==> config.mk <==
export PLATFORM = sky130hd
export DESIGN_NAME = edge_detect_multi_flat
export DESIGN_NICKNAME = d
export VERILOG_FILES = /design/src/rtl/edge_detect_pkg.sv /design/src/rtl/edge_detect_multi_if.sv /design/src/rtl/edge_detect_channel.sv /design/src/rtl/edge_detect_multi.sv /design/src/flat_wrapper.sv
export SDC_FILE = /design/constraint.sdc
export NUM_CORES = 1
export LEC_CHECK = 0
export ABC_CLOCK_PERIOD_IN_PS = 1260
export BUFFER_PORTS_ARGS = -buffer_cell sky130_fd_sc_hd__buf_2
export CAP_MARGIN = 20
export CORE_MARGIN = 5
export CORE_UTILIZATION = 50
export CTS_CLUSTER_DIAMETER = 100
export DETAILED_ROUTE_END_ITERATION = 7
export PLACE_DENSITY = 0.75
export SLEW_MARGIN = 5
export SYNTH_ARGS = -nofsm -noshare
export SYNTH_HDL_FRONTEND = slang
export SYNTH_SLANG_ARGS = --single-unit
==> constraint.sdc <==
create_clock -name clk -period 1.26 [get_ports clk]
set_input_delay 0.063 -clock clk [delete_from_list [all_inputs] [get_ports clk]]
set_output_delay 0.063 -clock clk [all_outputs]
set_load 0.05 [all_outputs]
==> src/rtl/edge_detect_pkg.sv <==
// Purpose: shared constants and sizing helpers for the multi-channel edge detector.
// Latency: n/a (compile-time constants and functions only).
// Backpressure: n/a.
package edge_detect_pkg;

  // Defaults used by the top and channel modules.
  localparam int DEF_CHANNELS    = 4;
  localparam int DEF_SYNC_STAGES = 2;
  localparam int DEF_FILTER_LEN  = 3;
  localparam bit DEF_RESET_LEVEL = 1'b0;

  // Ceiling log2. Returns 0 for values of 0 or 1.
  function automatic int clog2(input int value);
    int r;
    r = 0;
    while ((1 << r) < value) begin
      r = r + 1;
    end
    return r;
  endfunction

  // Width of the filter counter. The counter only needs to reach
  // FILTER_LEN-1, and it is kept at least 1 bit wide so that
  // FILTER_LEN=1 still yields a legal vector.
  function automatic int filter_cnt_w(input int filter_len);
    int w;
    w = clog2(filter_len);
    return (w < 1) ? 1 : w;
  endfunction

endpackage

==> src/rtl/edge_detect_multi_if.sv <==
// Purpose: bundle of raw inputs, clears and detector outputs for all channels.
// Latency: n/a (wires only).
// Backpressure: none; all outputs are free-running strobes and levels.
// Ports (via modports):
//   master: drives s/clr, observes level/pos/neg/evt_pos/evt_neg/any_pos/any_neg
//   slave : the detector side, the reverse directions
interface edge_detect_multi_if #(
  parameter int CHANNELS = 4
);

  logic [CHANNELS-1:0] s;
  logic [CHANNELS-1:0] clr;
  logic [CHANNELS-1:0] level;
  logic [CHANNELS-1:0] pos;
  logic [CHANNELS-1:0] neg;
  logic [CHANNELS-1:0] evt_pos;
  logic [CHANNELS-1:0] evt_neg;
  logic                any_pos;
  logic                any_neg;

  modport master (
    output s, clr,
    input  level, pos, neg, evt_pos, evt_neg, any_pos, any_neg
  );

  modport slave (
    input  s, clr,
    output level, pos, neg, evt_pos, evt_neg, any_pos, any_neg
  );

endinterface

==> src/rtl/edge_detect_channel.sv <==
// Purpose: one channel -- synchroniser chain, glitch filter, edge pulses, sticky flags.
// Latency: input change first sampled at edge E reaches level/pos/neg at E+SYNC_STAGES+FILTER_LEN-1.
// Backpressure: none; pulses are one cycle wide and never stall.
// Ports: clk, reset (sync, active low), s (raw async in), clr (sticky clear),
//        level (filtered level), pos/neg (edge pulses), evt_pos/evt_neg (sticky flags)
module edge_detect_channel
  import edge_detect_pkg::*;
#(
  parameter int SYNC_STAGES = DEF_SYNC_STAGES,
  parameter int FILTER_LEN  = DEF_FILTER_LEN,
  parameter bit RESET_LEVEL = DEF_RESET_LEVEL
) (
  input  logic clk,
  input  logic reset,
  input  logic s,
  input  logic clr,
  output logic level,
  output logic pos,
  output logic neg,
  output logic evt_pos,
  output logic evt_neg
);

  localparam int                 CNT_W   = filter_cnt_w(FILTER_LEN);
  localparam logic [CNT_W-1:0]   CNT_MAX = CNT_W'(FILTER_LEN - 1);

  logic [SYNC_STAGES-1:0] sync_q;
  logic [CNT_W-1:0]       cnt_q;
  logic                   sync_out;
  logic                   accept;
  logic                   pos_next;
  logic                   neg_next;

  assign sync_out = sync_q[SYNC_STAGES-1];

  // A new level is accepted once it has differed from the current level for
  // FILTER_LEN consecutive evaluations; the counter restarts whenever the
  // synchronised input falls back, so short excursions never get through.
  assign accept   = (sync_out != level) && (cnt_q == CNT_MAX);
  assign pos_next = accept &  sync_out;
  assign neg_next = accept & ~sync_out;

  always_ff @(posedge clk) begin
    if (!reset) begin
      sync_q  <= {SYNC_STAGES{RESET_LEVEL}};
      level   <= RESET_LEVEL;
      cnt_q   <= '0;
      pos     <= 1'b0;
      neg     <= 1'b0;
      evt_pos <= 1'b0;
      evt_neg <= 1'b0;
    end else begin
      sync_q <= {sync_q[SYNC_STAGES-2:0], s};

      if (sync_out == level) begin
        cnt_q <= '0;
      end else if (cnt_q == CNT_MAX) begin
        level <= sync_out;
        cnt_q <= '0;
      end else begin
        cnt_q <= cnt_q + CNT_W'(1);
      end

      pos <= pos_next;
      neg <= neg_next;

      // Set has priority over clear so an edge landing in the clear cycle is kept.
      evt_pos <= pos_next | (evt_pos & ~clr);
      evt_neg <= neg_next | (evt_neg & ~clr);
    end
  end

endmodule

==> src/rtl/edge_detect_multi.sv <==
// Purpose: CHANNELS independent edge detectors plus any-edge summary strobes.
// Latency: SYNC_STAGES+FILTER_LEN-1 edges from first sample to pulse; any_pos/any_neg add none.
// Backpressure: none.
// Ports: clk, reset (sync, active low), bus (edge_detect_multi_if.slave:
//        s, clr in; level, pos, neg, evt_pos, evt_neg, any_pos, any_neg out)
module edge_detect_multi
  import edge_detect_pkg::*;
#(
  parameter int CHANNELS    = DEF_CHANNELS,
  parameter int SYNC_STAGES = DEF_SYNC_STAGES,
  parameter int FILTER_LEN  = DEF_FILTER_LEN,
  parameter bit RESET_LEVEL = DEF_RESET_LEVEL
) (
  input  logic                clk,
  input  logic                reset,
  edge_detect_multi_if.slave  bus
);

  logic [CHANNELS-1:0] level_w;
  logic [CHANNELS-1:0] pos_w;
  logic [CHANNELS-1:0] neg_w;
  logic [CHANNELS-1:0] evt_pos_w;
  logic [CHANNELS-1:0] evt_neg_w;

  for (genvar i = 0; i < CHANNELS; i++) begin : g_ch
    edge_detect_channel #(
      .SYNC_STAGES (SYNC_STAGES),
      .FILTER_LEN  (FILTER_LEN),
      .RESET_LEVEL (RESET_LEVEL)
    ) u_ch (
      .clk     (clk),
      .reset   (reset),
      .s       (bus.s[i]),
      .clr     (bus.clr[i]),
      .level   (level_w[i]),
      .pos     (pos_w[i]),
      .neg     (neg_w[i]),
      .evt_pos (evt_pos_w[i]),
      .evt_neg (evt_neg_w[i])
    );
  end

  assign bus.level   = level_w;
  assign bus.pos     = pos_w;
  assign bus.neg     = neg_w;
  assign bus.evt_pos = evt_pos_w;
  assign bus.evt_neg = evt_neg_w;

  // Straight ORs of the registered pulses, so they line up with pos/neg.
  assign bus.any_pos = |pos_w;
  assign bus.any_neg = |neg_w;

endmodule

==> src/flat_wrapper.sv <==
// flat-port wrapper written by rule: the top's interface ports become plain ports
module edge_detect_multi_flat import edge_detect_pkg::*;
#(
  parameter int CHANNELS    = DEF_CHANNELS,
  parameter int SYNC_STAGES = DEF_SYNC_STAGES,
  parameter int FILTER_LEN  = DEF_FILTER_LEN,
  parameter bit RESET_LEVEL = DEF_RESET_LEVEL
)
  (clk, reset, bus_s, bus_clr, bus_level, bus_pos, bus_neg, bus_evt_pos, bus_evt_neg, bus_any_pos, bus_any_neg);
  edge_detect_multi_if #(.CHANNELS(CHANNELS)) bus_i ();
  input  logic clk;
  input  logic reset;
  input wire logic [$bits(bus_i.s)-1:0] bus_s;
  input wire logic [$bits(bus_i.clr)-1:0] bus_clr;
  output wire logic [$bits(bus_i.level)-1:0] bus_level;
  output wire logic [$bits(bus_i.pos)-1:0] bus_pos;
  output wire logic [$bits(bus_i.neg)-1:0] bus_neg;
  output wire logic [$bits(bus_i.evt_pos)-1:0] bus_evt_pos;
  output wire logic [$bits(bus_i.evt_neg)-1:0] bus_evt_neg;
  output wire logic [$bits(bus_i.any_pos)-1:0] bus_any_pos;
  output wire logic [$bits(bus_i.any_neg)-1:0] bus_any_neg;
  assign bus_i.s = bus_s;
  assign bus_i.clr = bus_clr;
  assign bus_level = bus_i.level;
  assign bus_pos = bus_i.pos;
  assign bus_neg = bus_i.neg;
  assign bus_evt_pos = bus_i.evt_pos;
  assign bus_evt_neg = bus_i.evt_neg;
  assign bus_any_pos = bus_i.any_pos;
  assign bus_any_neg = bus_i.any_neg;
  edge_detect_multi #(.CHANNELS(CHANNELS), .SYNC_STAGES(SYNC_STAGES), .FILTER_LEN(FILTER_LEN), .RESET_LEVEL(RESET_LEVEL)) u_core (.clk(clk), .reset(reset), .bus(bus_i));
endmodule
==> metrics.yaml, run 1 <==
run_status:
  status: "finished with violations"
  violations: "setup timing"
logic_synthesis:
  synth_edf_count: 0
  syn-cell-area_um2: 1380
  netlist_instances: 133
  avgSynthCellArea_um2: 10.4
  ys_seq_elements: 36
  synth_flop_cell: "dfxtp_1"
  yosysWarnings: 0
  synthArstFlopShare: 0
  syn_nets: 147
  ys_seq_area_frac: 0.521
  synth.distinct_cells: 20
setup_path:
  worstSetupPathType: "reg2out"
  r2r_start: "u_core.g_ch[3].u_ch.cnt_q[0]"
  rrSetupSlack_ns: 0.18
  critPathSlowestCell: "or4_4"
  r2r_cells: 3
  path_cells: "or4_4, buf_6"
  cp_max_fo: 2
  critPathLaunchType: "flop"
  cp.arrival_ns: 1.36
  cpLargestDelayFamily: "simple AND/OR/NAND/NOR gates"
  critPathMaxStageDelay_ns: 0.52
  worst_setup_path_end_kind: "output pin"
  required_ns: 1.20
  r2r_end: "u_core.g_ch[3].u_ch.cnt_q[0]"
  worst-path-buf-inv: 1
pwr:
  ir_worst_vdd_v: 0.000930
  total_power_mw: 2.04
  p_leak_nw: 0.639
  power_density_nw_per_um2: 1280
routing:
  via_per_inst: 4.85
  drtIter0Drc: 26
  antenna_left: 0
  wl_mm: 2.27
  drt_pass1_iterations: 4
  drcViolationCount: 0
  wl_per_cell_um: 12.0
  vias: 917
final_layout:
  fin_cells: 189
  fin_nets: 171
  drive_gt1_frac: 0.285
  diodes: 0
  syn_to_final_growth_pct: 15.7
clock_network:
  cts_tree: "built"
  cts_buffers: 5
  clock_latency_ns: 0.34
  post_cts_buffers: 0
  cts_buffer_depth: 2
  ctsHtreeMaxLevel: 2
  cts-root-buf: "clkbuf_4"
  clk_pin_slew_ns: 0.11
  numClockSinks: 36
global_routing:
  gr-total-overflow: 0
  grt_pass1_vias: 925
  grt_usage: 0.128
  antenna_found_initial: 0
  grt_max_degree: 25
  grt_pass1_wl_mm: 3.97
hold_path:
  worstHoldPathCells: 2
  min_to: "u_core.g_ch[0].u_ch.level"
  holdCritPathClass: "in2reg"
  hp-start: "reset"
place:
  dp_hpwl_mm: 1.67
  place_ws_ns: 0.188
  portBuffers: 31
  dp_cells: 173
  gp_congestion: 0.686
timing:
  fmax_mhz: 702
  clock_skew_ns: 0.00621
  slew-limit-headroom: 0.756
  hold_violations: 0
  fin_tns_setup_ns: -0.317
  post-route-period-util: 1.13
  rsz0062_at_grt: "yes"
  worstMarginPinSlew_ns: 0.366
  slew_viol_final: 0
  setup_viol: 2
  fin_crit_ns: 1.43
  fin_ws_ns: -0.165
floorplanning:
  start_util: 0.510
  die_y_um: 62.6
  dieWidth_um: 62.6
  core_area_um2: 2710
  std_cell_rows: 19
  ios: 32
  dieArea_um2: 3920
job:
  maxCapViolations: 0
synthesized netlist by cell type (6+ instances only):
cell type | count | area [µm²]
dfxtp_1 | 36 | 721
nor4b_1 | 8 | 70.1
and2_1 | 8 | 50.1
inv_1 | 8 | 30.0
nand2_1 | 6 | 22.5
buf_4 | 21 | 158
state kept, by name, summed over array words and instances, names as in the netlist:
name / cells
u_core.g_ch.u_ch.sync_q: 8
u_core.g_ch.u_ch.cnt_q: 8
u_core.g_ch.u_ch.pos: 4
u_core.g_ch.u_ch.level: 4
u_core.g_ch.u_ch.evt_pos: 4
u_core.g_ch.u_ch.evt_neg: 4
u_core.g_ch.u_ch.neg: 4
worst register-to-register path, stage by stage, from the launching register on:
cell and delay, ns:
dfxtp_1 0.35, inv_1 0.05, ha_1 0.25, nor4b_1 0.33
metal layers:
metal | track usage | part of all wire
met2 | 0.205 | 0.46
met1 | 0.138 | 0.44
met4 | 0.0875 | 0.024
met5 | 0 | 0
met3 | 0.0504 | 0.074
repair_timing:
item	CTS	global route
cloned	0	0
endpoints found under the setup margin	2	2
gates resized for setup	6	1
pin swaps	1	0
hold buffers	8	0
hold endpoints to repair	10	0
where the power goes:
| part | total (mW) | leakage, nW | internal [mW] | switching [mW] |
|---|---|---|---|---|
| registers | 1.16 | 0.292 | 1.15 | 0.00886 |
| logic | 0.0830 | 0.306 | 0.0501 | 0.0329 |
| clock network | 0.795 | 0.0412 | 0.413 | 0.381 |
| total | 2.04 | 0.639 | 1.62 | 0.423 |
layout by cell type, fill, tap and decap left out:
cell type | netlist | routed
dfxtp_1 | 36 | 35
buf_2 | 1 | 29
inv_1 | 8 | 8
and2_1 | 8 | 8
nor4b_1 | 8 | 8
dlygate4sd3_1 | 0 | 8
nand2_1 | 6 | 6
clkbuf_4 | 0 | 5
nand2b_1 | 4 | 4
nor2_1 | 4 | 4
o32ai_1 | 4 | 4
nand3b_1 | 4 | 4
o21ai_1 | 4 | 4
xnor2_1 | 4 | 4
mux2i_1 | 4 | 4
nor2b_1 | 4 | 4
nor3_1 | 4 | 4
ha_1 | 4 | 4
or4_4 | 0 | 2
nand2_2 | 2 | 2
buf_6 | 0 | 2
bufinv_16 | 0 | 1
clkinvlp_4 | 0 | 1
clkinv_2 | 0 | 1
buf_4 | 21 | 1
dfxtp_2 | 0 | 1
kinds of logic (layout without fill, tap and decap cells):
family	after synthesis	after routing	share of synthesized area
multiplexers	4	4	0.0290
flip-flops	36	36	0.521
adder cells (fa/ha/maj)	4	4	0.0362
buffers and inverters	31	56	0.142
AND/OR/NAND/NOR	46	46	0.206
AO/OA/AOI/OAI	8	8	0.0398
XOR/XNOR	4	4	0.0253
how the worst max path moves through the flow:
stage / slack, ns / start / to / depth (start not counted)
after floorplan: 0.14 / u_core.g_ch[2].u_ch.neg / bus_any_neg / 1
after global placement: 0.20 / u_core.g_ch[2].u_ch.pos / bus_any_pos / 2
after detailed placement: 0.19 / u_core.g_ch[2].u_ch.neg / bus_any_neg / 2
after CTS: -0.18 / u_core.g_ch[0].u_ch.neg / bus_any_neg / 2
after global routing: -0.21 / u_core.g_ch[0].u_ch.neg / bus_any_neg / 2
final: -0.17 / u_core.g_ch[0].u_ch.neg / bus_any_neg / 2
final cells by class:
class	instances	area, µm²
fill	232	1110
sequential	36	722
multi-input combinational	66	473
timing repair buffer	40	255
clock inverter	3	42.5
tap	31	38.8
clock buffer	5	37.5
inverter	8	30.0
through the flow:
stage	util	instance area, µm²	hold WS [ns]
2_1_floorplan	-	1380	0.160
3_3_place_gp	0.523	1420	0.259
3_5_place_dp	0.523	1420	0.270
4_1_cts	0.589	1600	0.160
5_1_grt	0.590	1600	0.167
6_report	0.590	1600	0.159
No activity file was read; power rests on OpenSTA's default activity.
==> inputs of run 2 (changes only) <==
--- a/config.mk
+++ b/config.mk
@@ -5,9 +5,9 @@
 export SDC_FILE = /design/constraint.sdc
 export NUM_CORES = 1
 export LEC_CHECK = 0
-export ABC_CLOCK_PERIOD_IN_PS = 1260
 export BUFFER_PORTS_ARGS = -buffer_cell sky130_fd_sc_hd__buf_2
 export CAP_MARGIN = 20
+export CORE_ASPECT_RATIO = 2
 export CORE_MARGIN = 5
 export CORE_UTILIZATION = 50
 export CTS_CLUSTER_DIAMETER = 100
==> constraint.sdc (replaced) <==
create_clock -name clk -period 1.4 [get_ports clk]
set_input_delay 0.07 -clock clk [delete_from_list [all_inputs] [get_ports clk]]
set_output_delay 0.07 -clock clk [all_outputs]
set_load 0.05 [all_outputs]
==> run 2 against run 1 <==
Compared with the run above: the run now ends clean; critical path type unchanged; sequential power down 9%; first-iteration DRC count down 65%; hold slack worse by 0.13 ns; worst setup slack better by 0.19 ns; clock power down 9.1%; flip-flop and latch count unchanged; die area up 1.6%; combinational power down 13%; cell count down 1.6%.
==> metrics.yaml, run 2 (same netlist as run 1, synthesis figures left out) <==
pwr:
  intPower_mw: 1.48  # -8.3%
  seq_power_share: 0.568  # -0.002
  comb_power_share: 0.039  # -0.002
  p_sw_frac: 0.195  # -0.0127
  switchingPower_uw: 358  # -15%
  clkPwrFrac: 0.393  # +0.003
  ir_worst_vdd_v: 0.00111  # +19%
  p_leak_nw: 0.640  # +0.16%
  power_density_nw_per_um2: 1160  # -9.3%
floorplanning:
  dieWidth_um: 47.2  # -25%
  dieArea_um2: 3980  # +1.6%
  start_util: 0.512  # +0.00142
  ios: 32  # unchanged
  core_area_um2: 2700  # -0.28%
  std_cell_rows: 27  # +8
  die_y_um: 84.4  # +35%
hold_path:
  holdCritPathClass: "in2reg"
  worstHoldPathCells: 2  # unchanged
clock_network:
  cts-root-buf: "clkbuf_8"
  cts_buffer_depth: 2  # unchanged
  clock_latency_ns: 0.27  # -0.07 ns
  cts_buffers: 5  # unchanged
  clk_pin_slew_ns: 0.06  # -0.05 ns
  cts_tree: "built"
  numClockSinks: 36  # unchanged
  ctsHtreeMaxLevel: 2  # unchanged
  post_cts_buffers: 0  # unchanged
final_layout:
  diodes: 0  # unchanged
  layout_common_cells: "36 x dfxtp_1, 29 x buf_2, 8 x inv_1, 8 x and2_1, 8 x nor4b_1"
  nFillCells: 255  # +9.9%
  syn_to_final_growth_pct: 15.1
  final_common_cell: "dfxtp_1"
  post-route-cell-area_um2: 1590  # -0.47%
  fin_nets: 170  # -0.58%
  top_regs: "u_core.g_ch.u_ch.cnt_q (8), u_core.g_ch.u_ch.sync_q (8)"
  drive_gt1_frac: 0.261  # -0.0237
routing:
  wl_mm: 2.24  # -1.5%
  vias: 917  # unchanged
  antenna_left: 0  # unchanged
  wl_per_cell_um: 12.0  # about the same
  drcViolationCount: 0  # unchanged
  via_per_inst: 4.93  # +1.6%
  drtIter0Drc: 9  # -65%
  drt_pass1_iterations: 4  # unchanged
timing:
  fmax_mhz: 729
  slew_viol_final: 0  # unchanged
  slew-limit-headroom: 0.740  # -0.0164
  whs_ns: 0.0241  # -0.135 ns
  hold_violations: 0  # unchanged
  fin_crit_ns: 1.37
  clock_skew_ns: 0.00124  # -0.00498 ns
  setup_viol: 0  # -2
  worstMarginPinSlew_ns: 0.391  # +0.0246 ns
  post-route-period-util: 0.980
global_routing:
  grt_max_degree: 26  # +4.0%
  antenna_found_initial: 0  # unchanged
  grt_usage: 0.129  # +0.000756
  grt_pass1_vias: 923  # -0.22%
  grt_pass1_wl_mm: 3.71  # -6.6%
  gr-total-overflow: 0  # unchanged
place:
  gp_congestion: 0.734  # +7.0%
  detailed_place.area_um2: 1420  # -0.18%
  portBuffers: 31  # unchanged
  dp_hpwl_mm: 1.59  # -4.6%
job:
  maxCapViolations: 0  # unchanged
setup_path:
  worst_setup_path_end_kind: "output pin"
  critPathLaunchType: "flop"
  r2r_cells: 4  # +1
  cp_max_fo: 2  # unchanged
  worstSetupPathType: "reg2out"
  required_ns: 1.33  # +0.13 ns
  cp.arrival_ns: 1.30  # -0.06 ns
run_status:
  status: "completed"
## run 2: cell types whose count changed in the layout (fill, tap and decap cells not counted), sizes merged
cell,delta
clkbuf,+3
bufinv,-1
clkinv,-1
clkinvlp,-1
dlygate4sd3,-1
## run 2: critical path, cell delays in order (launching register included)
cell	delay (ns)
dfxtp_1	0.30
or4_1	0.55
buf_6	0.18
## run 2: final cells by class
type / count / area, µm² / area share
inverters: 8 / 30.0 / 0.0189
flip-flops and latches: 36 / 721 / 0.453
clock buffers: 8 / 90.1 / 0.0566
well taps: 29 / 36.3 / 0.0228
repair buffers: 39 / 245 / 0.154
multi-input cells: 66 / 469 / 0.295
## run 2: final timing paths
kind                                                 endpoint                          from  slack, ns
worst max-delay path                              bus_any_neg       u_core.g_ch[2].u_ch.neg       0.03
worst min-delay path            u_core.g_ch[1].u_ch.sync_q[0]                      bus_s[1]       0.02
worst max register to register    u_core.g_ch[2].u_ch.evt_pos  u_core.g_ch[2].u_ch.cnt_q[0]       0.34
worst min register to register   u_core.g_ch[1].u_ch.cnt_q[0]  u_core.g_ch[1].u_ch.cnt_q[0]       0.43
## run 2: power groups by stage
stage	sequential, mW	combinational (mW)	clock, mW
after floorplan	1.07	0.0384	0
after global placement	1.07	0.0549	0
after detailed placement	1.07	0.0569	0
after CTS	1.05	0.0721	0.753
after global routing	1.05	0.0795	0.790
final	1.05	0.0720	0.723
## run 2: stage by stage
step | setup TNS, ns | setup WS (ns) | util | std cells | power, mW
global route | -0.0243 | -0.0243 | 0.589 | 186 | 1.92
CTS | 0 | 0.00633 | 0.585 | 186 | 1.87
detailed placement | 0 | 0.288 | 0.524 | 171 | 1.13
floorplan | 0 | 0.274 | - | 133 | 1.11
global placement | 0 | 0.331 | 0.524 | 171 | 1.12
finish | 0 | 0.0277 | 0.589 | 186 | 1.84
## run 2: layer usage
layer / GRT usage / vias to the layer above / routed length, µm
met3: 0.0494 / 2 / 177
li1: - / 471 / -
met1: 0.123 / 413 / 831
met4: 0.0756 / 0 / 29
met5: 0 / - / 0
met2: 0.217 / 31 / 1200
## run 2: repair_timing
item,4_1_cts,5_1_grt
hold endpoints to repair,7,0
endpoints found under the setup margin,1,2
hold buffers,7,0
gates resized for setup,2,4
==> inputs of run 3 (changes only) <==
--- a/config.mk
+++ b/config.mk
@@ -13,6 +13,7 @@
 export CTS_CLUSTER_DIAMETER = 100
 export DETAILED_ROUTE_END_ITERATION = 7
 export PLACE_DENSITY = 0.75
+export SETUP_SLACK_MARGIN = 0.05
 export SLEW_MARGIN = 5
 export SYNTH_ARGS = -nofsm -noshare
 export SYNTH_HDL_FRONTEND = slang
==> run 3 against run 2 <==
Compared with the run above: global-route usage is 0.081 points higher; routed wire length hardly changed; flip-flop and latch count stayed put; first-iteration DRC count stayed put; cell area is 0.24% higher; highest routed layer unchanged; hold slack hardly changed; combinational power hardly changed; register-to-register slack hardly changed; critical path type unchanged; sequential power hardly changed; count of clock-buffer cells in the layout stayed put.
==> metrics.yaml, run 3 (same netlist as run 1, synthesis figures left out) <==
floorplanning:
  ios: 32  # unchanged
  core_area_um2: 2700  # unchanged
  dieWidth_um: 47.2  # unchanged
  die_y_um: 84.4  # unchanged
  std_cell_rows: 27  # unchanged
  start_util: 0.512  # unchanged
  dieArea_um2: 3980  # unchanged
timing:
  worstMarginPinSlew_ns: 0.390  # -0.000675 ns
  fmax_mhz: 741  # +1.7%
  slew_viol_final: 0  # unchanged
  setup_viol: 0  # unchanged
  slew-limit-headroom: 0.740  # about the same
  clock_skew_ns: 0.00124  # +0.0000000300 ns
  whs_ns: 0.0241  # +0.0000441 ns
  post-route-period-util: 0.964  # -0.0162
  rsz0062_at_grt: "yes"
  hold_violations: 0  # unchanged
  fin_ws_ns: 0.0505  # +0.0227 ns
  fin_crit_ns: 1.35  # -0.0227 ns
  fin_tns_setup_ns: 0  # unchanged
setup_path:
  path_cells: "or4_4, buf_6"
  worstSetupPathType: "reg2out"
  worst_setup_path_end_kind: "output pin"
  rrSetupSlack_ns: 0.34  # about the same
  worst-path-buf-inv: 1  # unchanged
  critPathLaunchType: "flop"
  critPathMaxStageDelay_ns: 0.53  # -0.02 ns
  cp.arrival_ns: 1.28  # -0.02 ns
  required_ns: 1.33  # about the same
  cp_max_fo: 2  # unchanged
  cpLargestDelayFamily: "simple AND/OR/NAND/NOR gates"
  critPathSlowestCell: "or4_4"
clock_network:
  clk_pin_slew_ns: 0.06  # about the same
  cts_buffers: 5  # unchanged
  cts-root-buf: "clkbuf_8"
  numClockSinks: 36  # unchanged
  cts_tree: "built"
  ctsHtreeMaxLevel: 2  # unchanged
  cts_buffer_depth: 2  # unchanged
  clock_latency_ns: 0.27  # about the same
global_routing:
  grt_usage: 0.130  # +0.000806
  grt_max_degree: 26  # unchanged
  grt_pass1_wl_mm: 3.73  # +0.38%
  antenna_found_initial: 0  # unchanged
  gr-total-overflow: 0  # unchanged
  grt_pass1_vias: 922  # -0.11%
pwr:
  power_density_nw_per_um2: 1150  # -0.24%
  total_power_mw: 1.84  # about the same
  ir_worst_vdd_v: 0.00111  # about the same
  p_leak_nw: 0.639  # -0.22%
routing:
  antenna_left: 0  # unchanged
  vias: 924  # +0.76%
  drt_pass1_iterations: 4  # unchanged
  drcViolationCount: 0  # unchanged
  via_per_inst: 4.97  # +0.76%
  wl_per_cell_um: 12.0  # about the same
  drtIter0Drc: 9  # unchanged
  wl_mm: 2.23  # about the same
final_layout:
  nFillCells: 253  # -0.78%
  fin_nets: 170  # unchanged
  postLayoutCoreUtil: 0.590  # +0.00139
  diodes: 0  # unchanged
  top_regs: "u_core.g_ch.u_ch.cnt_q (8), u_core.g_ch.u_ch.sync_q (8)"
  final_common_cell: "dfxtp_1"
  syn_to_final_growth_pct: 15.4
  fin_cells: 186  # unchanged
  layout_common_cells: "36 x dfxtp_1, 29 x buf_2, 8 x inv_1, 8 x and2_1, 8 x nor4b_1"
  post-route-cell-area_um2: 1600  # +0.24%
  drive_gt1_frac: 0.268  # +0.00637
place:
  portBuffers: 31  # unchanged
  dp_cells: 171  # unchanged
  place_ws_ns: 0.288  # unchanged
  detailed_place.area_um2: 1420  # unchanged
  dp_hpwl_mm: 1.59  # unchanged
  gp_congestion: 0.734  # unchanged
hold_path:
  holdCritPathClass: "in2reg"
run_status:
  status: "completed"
job:
  maxCapViolations: 0  # unchanged
==> run 3: cell counts in the layout (fill, tap and decap cells not counted) <==
Identical to the previous run, type by type.
==> run 3: what timing repair did <==
item | 4_1_cts | 5_1_grt
hold buffers | 7 | 0
pin swaps | 0 | 0
hold endpoints to repair | 7 | 0
buffers inserted | 0 | 0
resized for setup | 5 | 1
setup endpoints to repair | 2 | 2
==> run 3: layout make-up <==
class	count	area [µm²]	share of cell area
timing repair buffer	39	245	0.154
inverter	8	30.0	0.0188
sequential	36	721	0.452
multi-input combinational	66	473	0.296
tap	29	36.3	0.0227
clock buffer	8	90.1	0.0565
==> run 3: per-layer routing <==
layer	vias to the layer above	wire, µm	track usage
met4	0	29	0.0756
met3	2	184	0.0494
met1	420	813	0.123
li1	469	-	-
met2	33	1210	0.219
met5	-	0	0
==> run 3: worst paths after layout <==
kind / from / end / cells past startpoint
min: bus_s[1] / u_core.g_ch[1].u_ch.sync_q[0] / 2
max reg2reg: u_core.g_ch[2].u_ch.cnt_q[0] / u_core.g_ch[2].u_ch.evt_pos / 4
min reg2reg: u_core.g_ch[1].u_ch.cnt_q[0] / u_core.g_ch[1].u_ch.cnt_q[0] / 1
max: u_core.g_ch[2].u_ch.pos / bus_any_pos / 2
==> run 3: power breakdown <==
| group | internal (mW) | leakage, nW | switching, mW | total [mW] |
|---|---|---|---|---|
| clock | 0.401 | 0.0455 | 0.322 | 0.723 |
| sequential | 1.04 | 0.292 | 0.00745 | 1.05 |
| combinational | 0.0433 | 0.302 | 0.0288 | 0.0720 |
| total | 1.48 | 0.639 | 0.358 | 1.84 |
